===== config.mk =====
export PLATFORM = sky130hd
export DESIGN_NAME = multicycle_control
export DESIGN_NICKNAME = d
export VERILOG_FILES = /design/src/rtl/mips_pkg.sv /design/src/rtl/multicycle_control.sv
export SDC_FILE = /design/constraint.sdc
export NUM_CORES = 1
export LEC_CHECK = 0
export ABC_AREA = 0
export BUFFER_PORTS_ARGS = -buffer_cell sky130_fd_sc_hd__clkbuf_2
export CAP_MARGIN = 20
export CORE_ASPECT_RATIO = 1.75
export CORE_MARGIN = 4
export CORE_UTILIZATION = 31
export CTS_CLUSTER_SIZE = 16
export DETAILED_ROUTE_END_ITERATION = 8
export GPL_ROUTABILITY_DRIVEN = 0
export HOLD_SLACK_MARGIN = 0.12
export SYNTH_ARGS = -nofsm -noshare
export SYNTH_HDL_FRONTEND = slang
export SYNTH_SLANG_ARGS = --single-unit

===== constraint.sdc =====
create_clock -name clock -period 4.8 [get_ports clock]
set_input_delay 0.72 -clock clock [delete_from_list [all_inputs] [get_ports clock]]
set_output_delay 0.72 -clock clock [all_outputs]
set_load 0.02 [all_outputs]

===== src/rtl/mips_pkg.sv =====
// Shared encodings for the multicycle MIPS controller: FSM states, opcodes
// and the mux-select encodings driven onto the datapath.
package mips_pkg;

  typedef enum logic [3:0] {
    S_FETCH    = 4'd0,
    S_DECODE   = 4'd1,
    S_MEMADR   = 4'd2,
    S_MEMREAD  = 4'd3,
    S_MEMWB    = 4'd4,
    S_MEMWRITE = 4'd5,
    S_EXECUTE  = 4'd6,
    S_ALUWB    = 4'd7,
    S_BRANCH   = 4'd8,
    S_ADDIEX   = 4'd9,
    S_ADDIWB   = 4'd10,
    S_JUMP     = 4'd11,
    S_FAULT    = 4'd12
  } state_t;

  localparam logic [5:0] OP_RTYPE = 6'b000000;
  localparam logic [5:0] OP_LW    = 6'b100011;
  localparam logic [5:0] OP_SW    = 6'b101011;
  localparam logic [5:0] OP_BEQ   = 6'b000100;
  localparam logic [5:0] OP_ADDI  = 6'b001000;
  localparam logic [5:0] OP_J     = 6'b000010;

  // ALU operand B select
  localparam logic [1:0] SRCB_RD2     = 2'b00;
  localparam logic [1:0] SRCB_FOUR    = 2'b01;
  localparam logic [1:0] SRCB_IMM     = 2'b10;
  localparam logic [1:0] SRCB_IMM_SH2 = 2'b11;

  // ALU operation class
  localparam logic [1:0] ALUOP_ADD   = 2'b00;
  localparam logic [1:0] ALUOP_SUB   = 2'b01;
  localparam logic [1:0] ALUOP_FUNCT = 2'b10;

  // PC source select
  localparam logic [1:0] PCSRC_ALU_RESULT = 2'b00;
  localparam logic [1:0] PCSRC_ALU_OUT    = 2'b01;
  localparam logic [1:0] PCSRC_JUMP       = 2'b10;

  // States that hold a memory request open until memReady
  function automatic logic is_mem_state(input state_t s);
    return (s == S_FETCH) || (s == S_MEMREAD) || (s == S_MEMWRITE);
  endfunction

endpackage


===== src/rtl/multicycle_control.sv =====
// Multicycle MIPS main controller: state sequencing with a per-memory-state
// wait timeout, a sticky fault flag, and a state-decoded control word.
module multicycle_control
  import mips_pkg::*;
#(
  parameter int TIMEOUT_CYCLES = 255
) (
  input  logic       clock,
  input  logic       resetN,
  input  logic [5:0] opcode,
  input  logic       memReady,
  output logic       memReq,
  output logic       memWrite,
  output logic       iorD,
  output logic       irWrite,
  output logic       pcWrite,
  output logic       pcWriteCond,
  output logic       regWriteEnable,
  output logic       regDst,
  output logic       memToReg,
  output logic       aluSrcA,
  output logic [1:0] aluSrcB,
  output logic [1:0] aluOp,
  output logic [1:0] pcSrc,
  output logic [3:0] state,
  output logic       fault
);

  localparam int CNT_W = (TIMEOUT_CYCLES < 1) ? 1 : $clog2(TIMEOUT_CYCLES + 1);
  // Value of the counter on the last permitted wait cycle: one more stall
  // makes it reach TIMEOUT_CYCLES.
  localparam logic [CNT_W-1:0] WAIT_LAST = CNT_W'(TIMEOUT_CYCLES - 1);

  state_t           state_q, state_d;
  logic [CNT_W-1:0] wait_q, wait_d;
  logic             fault_q, fault_d;
  // Low from reset assertion until the first clock edge after release, so the
  // controller idles (no strobes, no advance) during that window.
  logic             run_q, run_d;

  // Next-state, wait-counter and fault-flag computation
  always_comb begin
    state_d = state_q;
    wait_d  = wait_q;
    fault_d = fault_q;
    run_d   = 1'b1;
    if (run_q) begin
      case (state_q)
        S_FETCH, S_MEMREAD, S_MEMWRITE: begin
          // memReady wins over an expiring timeout in the same cycle
          if (memReady) begin
            case (state_q)
              S_FETCH:   state_d = S_DECODE;
              S_MEMREAD: state_d = S_MEMWB;
              default:   state_d = S_FETCH;
            endcase
          end else if (wait_q == WAIT_LAST) begin
            state_d = S_FAULT;
          end else begin
            wait_d = wait_q + CNT_W'(1);
          end
        end
        S_DECODE: begin
          case (opcode)
            OP_LW, OP_SW: state_d = S_MEMADR;
            OP_RTYPE:     state_d = S_EXECUTE;
            OP_BEQ:       state_d = S_BRANCH;
            OP_ADDI:      state_d = S_ADDIEX;
            OP_J:         state_d = S_JUMP;
            default:      state_d = S_FAULT;
          endcase
        end
        S_MEMADR:  state_d = (opcode == OP_SW) ? S_MEMWRITE : S_MEMREAD;
        S_EXECUTE: state_d = S_ALUWB;
        S_ADDIEX:  state_d = S_ADDIWB;
        S_MEMWB, S_ALUWB, S_ADDIWB, S_BRANCH, S_JUMP: state_d = S_FETCH;
        S_FAULT:   state_d = S_FAULT;
        default:   state_d = S_FAULT;
      endcase
      // Every entry into a memory state starts a fresh wait budget
      if ((state_d != state_q) && is_mem_state(state_d)) begin
        wait_d = '0;
      end
      if (state_d == S_FAULT) begin
        fault_d = 1'b1;
      end
    end
  end

  // State, counter and flag registers with asynchronous active-low reset
  always_ff @(posedge clock or negedge resetN) begin
    if (!resetN) begin
      state_q <= S_FETCH;
      wait_q  <= '0;
      fault_q <= 1'b0;
      run_q   <= 1'b0;
    end else begin
      state_q <= state_d;
      wait_q  <= wait_d;
      fault_q <= fault_d;
      run_q   <= run_d;
    end
  end

  // Control-word decoder: everything defaults to 0, strobes gated while idle
  always_comb begin
    memReq         = 1'b0;
    memWrite       = 1'b0;
    iorD           = 1'b0;
    irWrite        = 1'b0;
    pcWrite        = 1'b0;
    pcWriteCond    = 1'b0;
    regWriteEnable = 1'b0;
    regDst         = 1'b0;
    memToReg       = 1'b0;
    aluSrcA        = 1'b0;
    aluSrcB        = SRCB_RD2;
    aluOp          = ALUOP_ADD;
    pcSrc          = PCSRC_ALU_RESULT;
    case (state_q)
      S_FETCH: begin
        memReq  = 1'b1;
        aluSrcB = SRCB_FOUR;
        irWrite = memReady;
        pcWrite = memReady;
      end
      S_DECODE: aluSrcB = SRCB_IMM_SH2;
      S_MEMADR, S_ADDIEX: begin
        aluSrcA = 1'b1;
        aluSrcB = SRCB_IMM;
      end
      S_MEMREAD: begin
        memReq = 1'b1;
        iorD   = 1'b1;
      end
      S_MEMWB: begin
        regWriteEnable = 1'b1;
        memToReg       = 1'b1;
      end
      S_MEMWRITE: begin
        memReq   = 1'b1;
        iorD     = 1'b1;
        memWrite = 1'b1;
      end
      S_EXECUTE: begin
        aluSrcA = 1'b1;
        aluOp   = ALUOP_FUNCT;
      end
      S_ALUWB: begin
        regWriteEnable = 1'b1;
        regDst         = 1'b1;
      end
      S_ADDIWB: regWriteEnable = 1'b1;
      S_BRANCH: begin
        aluSrcA     = 1'b1;
        aluOp       = ALUOP_SUB;
        pcSrc       = PCSRC_ALU_OUT;
        pcWriteCond = 1'b1;
      end
      S_JUMP: begin
        pcSrc   = PCSRC_JUMP;
        pcWrite = 1'b1;
      end
      default: ;
    endcase
    if (!run_q) begin
      memReq         = 1'b0;
      memWrite       = 1'b0;
      irWrite        = 1'b0;
      pcWrite        = 1'b0;
      pcWriteCond    = 1'b0;
      regWriteEnable = 1'b0;
    end
  end

  assign state = state_q;
  assign fault = fault_q;

endmodule


# Word level (Yosys, flattened, before mapping)
# Cells that the tools add are included.
# W data, S select, Z words.
# totals
reg_bits,14
in_bits,9
out_inout_bits,21
elab_cells,74
# classes
addsub,1
n_eq_ne,23
mux,30
reduce_logical,16
# ops
cell,n
$mux W8,4
$pmux W4 S6,1
$eq A4 B3 Y1 const B,5
$eq A4 B4 Y1 const B,5
$pmux W4 S5,1
$mux W1,15
$eq A4 B2 Y1 const B,3
$eq A6 B6 Y1 const B,2
$mux W4,3
$add A8 B1 Y8 const B,1
$eq A8 B8 Y1 const B,1
$logic_not A4 Y1,2
$pmux W2 S2,2
$eq A6 B2 Y1 const B,1
$eq A6 B3 Y1 const B,1
$eq A6 B4 Y1 const B,1
$logic_not A6 Y1,1
$pmux W2 S3,1
$pmux W3 S2,1
$reduce_or A2 Y1,3
$reduce_or A3 Y1,2
$reduce_or A5 Y1,1
$eq A4 B1 Y1 const B,1
$ne A2 B1 Y1 const B,2
other kinds (9),10

# Longest topological paths before layout
# Gate-level depths: netlist (run 1).
# depth
word_depth,11
depth_mapped,10
mapped_depth_nobuf,10

# Worst setup path before layout (run 1)
# OpenSTA, ideal clock, no wires.
# synth_path
path_type,input -> register
start,in opcode[2]
end,reg wait_q[5]
setup_ns,0.124
arrival_time_ns,2.617
setup_slack_ns,2.060
path_stages,9
n_path_buf,1
path_cell_list,or2_1 buf_6 or4_4 o221a_2 nor3_4 nor3b_4 o21ai_2 a21oi_2 a21oi_2
# synth_between
elab_chain_len,11
# synth_lines
item,line_no,source
"start, declared",multicycle_control.sv:10,"input logic [5:0] opcode,"
"$eq A6 B6 Y1, on equally long branches","multicycle_control.sv:64, multicycle_control.sv:73",
$reduce_or A2 Y1,multicycle_control.sv:64,case (opcode)
$pmux W4 S5,multicycle_control.sv:64,
$pmux W4 S6 *,multicycle_control.sv:48,case (state_q)
$mux W4 *,multicycle_control.sv:47,if (run_q) begin
$eq A4 B2 Y1 / $logic_not A4 Y1 (equally long branches),mips_pkg.sv:46,return (s == S_FETCH) || (s == S_MEMREAD) || (s == S_MEMWRITE);
$logic_or A1 B1 Y1 (2 in series),mips_pkg.sv:46,
$logic_and A1 B1 Y1 *,multicycle_control.sv:81,if ((state_d != state_q) && is_mem_state(state_d)) begin
$ne A2 B1 Y1 (no source line) / $reduce_bool A2 Y1 (equally long branches),n/a,
$reduce_and A4 Y1 (no source line),n/a,
"end signal, assigned",multicycle_control.sv:99,wait_q <= wait_d;
"end, declared",multicycle_control.sv:35,"logic [CNT_W-1:0] wait_q, wait_d;"
# Every way passes the cells marked *; elsewhere a longest branch is shown, timed or not. The select of a mux whose other input is x is not followed.
# A chain may end at the register's enable or synchronous reset.

# Worst setup path in the final report (run 1)
# layout_path
start,in opcode[2]
end,reg wait_q[7]
# Same word-level chain as after synthesis.

==> results.json, run 1 <==
{
  "drt_wl_total_um": 3520,
  "cts.reportedPaths.clkPinSlew_ns": 0.06,
  "drc_errors": 0,
  "mappedNetlistArea_sq_um": 1370,
  "status": "finished, final reports clean",
  "gr-max-usage-layer": "met2",
  "cts_setup_buffers": 0,
  "cts_resized": 0,
  "synth-seq-cells": 14,
  "detail-route-antenna-nets": 0,
  "skew_ns": 0.00623,
  "fill_cells": 471,
  "dr.pass1.iters": 4,
  "endpoint_kind": "flip-flop",
  "synthMuxAreaShare": 0.0155,
  "synth_cell_type_count": 55,
  "critical_path.reg2reg.startpoint": "state[1]",
  "largest_area_contributor_in_the_netlist": "dfrtp_1",
  "rows": 31,
  "via_density_per_instance": 5.53,
  "synth_edf_count": 0,
  "grt.met1_usage": 0.165,
  "die_y_um": 95.9,
  "detailroute.via_count": 1372,
  "drt_iter0_markers": 63,
  "ctsRootBufferMaster": "clkbuf_8",
  "layout_min_cycle_time_ns": 2.74,
  "final-max-slew-violation-count": 0,
  "vias_in_the_first_global_route": 1270,
  "antenna_violations_before_repair": 0,
  "netlist.area_leader.share": 0.256,
  "cellPowerDensity_nw_per_um2": 577,
  "setup.worst_path.start_class": "primary input",
  "cts_hold_buf": 0,
  "reg2regPathDepth": 7,
  "grt_use_met3": 0.00805,
  "floorplan_die_area_sq_um": 5590,
  "final-setup-viol-count": 0,
  "dominantRegCellSynth": "dfrtp_1",
  "ir_drop_worst_case_vdd_v": 0.000236,
  "numPortBuffers": 29,
  "path_class": "in2reg",
  "synth_fa_ha_area_frac": 0.0183,
  "die_w_um": 58.3,
  "postSynth.asyncResetShare": 1.00,
  "drt-wirelength-per-cell_um": 14.2,
  "antenna_cells_inserted": 0,
  "grt-ovfl-total": 0,
  "worstHoldPathType": "in2async",
  "count_of_max_cap_constraint_violations": 0,
  "clock_sinks": 14,
  "clock_tree_from_tritoncts": "done",
  "timing.final.hold_violations": 0,
  "synth_fp_nets": 190,
  "synth_most_common_cell": "nor2_1",
  "placeableCoreArea_sq_um": 4190,
  "holdWs_ns": 0.370,
  "cts_buffer_depth": 2,
  "nets": 212,
  "cp.arrival_ns": 2.86,
  "crit_fanout": 6,
  "synth-simple-area-share": 0.373,
  "timing.critical_path.required_ns": 4.93,
  "rsz0062_at_grt": "false",
  "syn_area_per_cell_sq_um": 7.65,
  "layout-drive-gt1-share": 0.226,
  "area_growth_syn_to_layout_pct": 13.8,
  "leading_cell_types_by_total_area_after_synthesis": "dfrtp_1, nor2_1, a21oi_1, nand2_1, o21ai_0",
  "pin_count": 30,
  "synthesis.yosys.warnings": 0,
  "compound_gate_portion_of_the_synthesized_area": 0.242,
  "max_freq_mhz": 366,
  "worstSetupStartpoint": "opcode[2]",
  "hpwlAfterDp_um": 2760,
  "synth.top_cells.by_count": "nor2_1, dfrtp_1, nand2_1",
  "max_slew_margin_vs_limit": 0.432,
  "post_synth_xor_area_fraction": 0.0256,
  "h-tree-depth": 1,
  "fin_crit_sh": 0.570,
  "rr_endpoint": "wait_q[7]",
  "ff2ff_setup_slack_ns": 2.08,
  "syn-instance-count": 179,
  "groute.layer.met2.usage": 0.244,
  "setup_tns_ns": 0,
  "tightest_slew_ns": 0.853,
  "initial_core_util": 0.327,
  "globalRouteTotalUtil": 0.137,
  "cts-buffers-inserted": 3,
  "ys_seq_area_frac": 0.256,
  "total_leakage_power_nw": 0.639,
  "combinational_family_with_the_most_area_after_synthesis": "simple AND/OR/NAND/NOR gates",
  "clkLatencyLatePin_ns": 0.24,
  "global_route_wire_length_before_repair_um": 6080,
  "grt_max_degree": 28
}
flip-flops by register name, indices dropped and copies added, names as in the netlist:
signal,count
state,4
run_q,1
wait_q,8
fault,1
critical path, cell delays in order:
cell and delay (ns):
clkbuf_2 0.08, or2_1 0.29, or4_4 0.53, a31oi_1 0.27, o21ai_1 0.19, nor4b_4 0.41, o21ai_2 0.14, a21oi_1 0.15
o21ai_1 0.08
layout make-up:
type | count | area [sq um] | area share
clock buffer | 3 | 41.3 | 0.0265
tap | 49 | 61.3 | 0.0393
multi-input combinational | 144 | 927 | 0.595
inverter | 9 | 33.8 | 0.0217
sequential | 14 | 350 | 0.225
timing repair buffer | 29 | 145 | 0.0931
cells by family after synthesis:
logic type | count (synthesis)
xor+xnor | 4
buf+inv | 21
flops | 14
simple gates | 85
other cells | 1
compound gates | 50
mux | 2
fa+ha+maj | 2
cell usage in the layout (no fill, tap or decap), types with 2 or more instances in the layout:
cell type and count:
o21ai_1 7, a31oi_1 4, a21oi_2 2, xnor2_1 2
nor2b_1 4, clkbuf_8 3, or4_1 2, or3_1 6
a21oi_1 12, nand3b_1 3, o41ai_1 3, clkbuf_2 29
o21ai_0 8, nand4_1 2, nand2_1 14, or4_4 2
o21ai_2 2, and3_1 3, dfrtp_1 14, nor3_1 4
ha_1 2, nor3b_1 3, nand3_1 6, inv_1 9
xor2_1 2, nor2_1 19, o21a_1 2, nand2b_1 6
power by group:
group	switching, W	total, W	internal [W]	leakage (nW)
Combinational	0.000321	0.000545	0.000224	0.440
Clock	0.0000380	0.0000934	0.0000554	0.0216
Sequential	0.000113	0.000261	0.000148	0.178
worst max path at each step:
stage,end,slack [ns]
floorplan,wait_q[5],2.06
global placement,wait_q[7],1.83
detailed placement,wait_q[3],1.82
CTS,wait_q[3],2.07
global route,wait_q[3],1.80
finish,wait_q[7],2.06
metal layers:
layer  part of all wire  wire (um)  vias to the layer above
li1                   -          -                      686
met1               0.40       1410                      655
met2               0.55       1940                       27
met3              0.030        105                        4
met4              0.016         58                        0
met5                  0          0                        -
metrics by stage:
step	instance area, sq um	worst slack, ns	power (W)	util	cells
finish	1560	2.06	0.000900	0.372	248
global route	1560	1.80	0.000978	0.372	248
CTS	1560	2.07	0.000908	0.372	248
detailed placement	1520	1.82	0.000809	0.362	245
global placement	1520	1.83	0.000807	0.362	245
floorplan	1370	2.06	0.000678	-	179
Note: power is estimated with default switching activity, not from simulation.
==> run 2, diff against run 1 <==
clock period = 2.6 ns   (was 4.8 ns; I/O delays follow)
==> results.json, run 2 (synthesis results as in run 1) <==
{
  "ir_drop_worst_case_vdd_v": 0.000534,
  "hpwlAfterDp_um": 3120,
  "detailroute.via_count": 1475,
  "die_w_um": 58.3,
  "clkLatencyLatePin_ns": 0.24,
  "numPortBuffers": 29,
  "postLayoutSetupSlackWorst_ns": 0.203,
  "nets": 234,
  "worstSetupStartpoint": "state[2]",
  "final-setup-viol-count": 0,
  "drc_errors": 0,
  "vias_in_the_first_global_route": 1479,
  "drt-wirelength-per-cell_um": 14.1,
  "layout-drive-gt1-share": 0.311,
  "most-common-layout-cells": "clkbuf_2, buf_4, nor2_1, nand2_1, dfrtp_1",
  "number_of_flip_flops_in_the_largest_register": 8,
  "drt_wl_total_um": 3830,
  "cellPowerDensity_nw_per_um2": 1050,
  "rsz0062_at_grt": "false",
  "max_freq_mhz": 417,
  "die_y_um": 95.9,
  "final_common_cell": "clkbuf_2",
  "global_route_wire_length_before_repair_um": 6460,
  "count_of_max_cap_constraint_violations": 0,
  "layout_min_cycle_time_ns": 2.40,
  "drt_iter0_markers": 35,
  "skew_ns": 0.000755,
  "crit_fanout": 9,
  "globalRouteTotalUtil": 0.150,
  "placeableCoreArea_sq_um": 4190,
  "timing.critical_path.required_ns": 2.73,
  "endpoint_kind": "flip-flop",
  "final-max-slew-violation-count": 0,
  "grt_max_degree": 17,
  "fill_cells": 457,
  "path_class": "reg2reg",
  "cts-buffers-inserted": 3,
  "cts_setup_buffers": 0,
  "setup.worst_path.start_class": "flip-flop",
  "timing.final.hold_violations": 0,
  "clock_tree_from_tritoncts": "done",
  "critical_path.reg2reg.startpoint": "state[2]",
  "detail-route-antenna-nets": 0,
  "total_leakage_power_nw": 0.750,
  "antenna_cells_inserted": 0,
  "place_ws_ns": 0.0199,
  "grt-ovfl-total": 0,
  "cts.reportedPaths.clkPinSlew_ns": 0.06,
  "initial_core_util": 0.327,
  "rows": 31,
  "setup_tns_ns": 0,
  "via_density_per_instance": 5.44,
  "registers.top_by_ff_count": "wait_q",
  "clock_sinks": 14,
  "cp.arrival_ns": 2.53,
  "fin_crit_sh": 0.922,
  "ctsRootBufferMaster": "clkbuf_8",
  "antenna_violations_before_repair": 0,
  "area_growth_syn_to_layout_pct": 27.6,
  "h-tree-depth": 1,
  "dr.pass1.iters": 4,
  "status": "finished, final reports clean",
  "floorplan_die_area_sq_um": 5590,
  "pin_count": 30,
  "cts_buffer_depth": 2,
  "worstHoldPathType": "reg2reg",
  "timing.hold.worst.start": "fault"
}
[run 2: cell types whose count changed in the layout (fill, tap and decap cells not counted), sizes merged]
cell | previous run | this run
buf | 0 | 21
dlygate4sd3 | 0 | 1
clkbuf | 32 | 33
[run 2: cell type report]
class	instances	area [sq um]	share of cell area
clock buffers	4	55.1	0.0315
inverters	9	33.8	0.0193
multi-input cells	144	933	0.534
flip-flops and latches	14	352	0.201
well taps	49	61.3	0.0351
repair buffers	51	313	0.179
[run 2: per-layer routing]
layer / GRT usage / up-vias / routed length [um]
met5: 0 / - / 0
met4: 0.0948 / 0 / 146
met3: 0.0174 / 13 / 129
met2: 0.273 / 40 / 2090
met1: 0.159 / 689 / 1460
li1: - / 733 / -
[run 2: worst paths after layout]
kind | end | slack, ns | cells after the start
hold / removal | fault | 0.48 | 1
setup reg to reg | wait_q[3] | 0.20 | 8
hold reg to reg | fault | 0.48 | 1
min in group asynchronous | wait_q[5] | 0.58 | 2
setup / recovery | wait_q[3] | 0.20 | 8
max in group asynchronous | state[1] | 1.74 | 2
[run 2: power breakdown]
group | total, W | switching, W | internal [W]
registers | 0.000387 | 0.000110 | 0.000277
clock network | 0.000212 | 0.0000781 | 0.000134
logic | 0.00124 | 0.000732 | 0.000507
[run 2: metrics by stage]
stage	utilization	hold slack (ns)	cell area, sq um	total power, W	instances
final	0.417	0.478	1750	0.00184	271
after global routing	0.417	0.517	1750	0.00200	271
after CTS	0.415	0.485	1740	0.00184	271
after detailed placement	0.400	0.315	1680	0.00162	266
after global placement	0.400	0.312	1680	0.00162	266
after floorplan	-	0.0944	1370	0.00125	179
[run 2: what timing repair did]
action,CTS,global route
hold buffers,1,0
resized for setup,0,3
hold endpoints to repair,14,0
setup endpoints to repair,0,8
[run 2: worst max-delay path, cell delays in order (launching register included)]
cell	delay, ns
dfrtp_1	0.49
o41ai_1	0.55
o41ai_1	0.16
buf_4	0.18
nor3_4	0.21
nor3b_4	0.32
o21ai_2	0.15
a21oi_1	0.15
o21ai_1	0.07
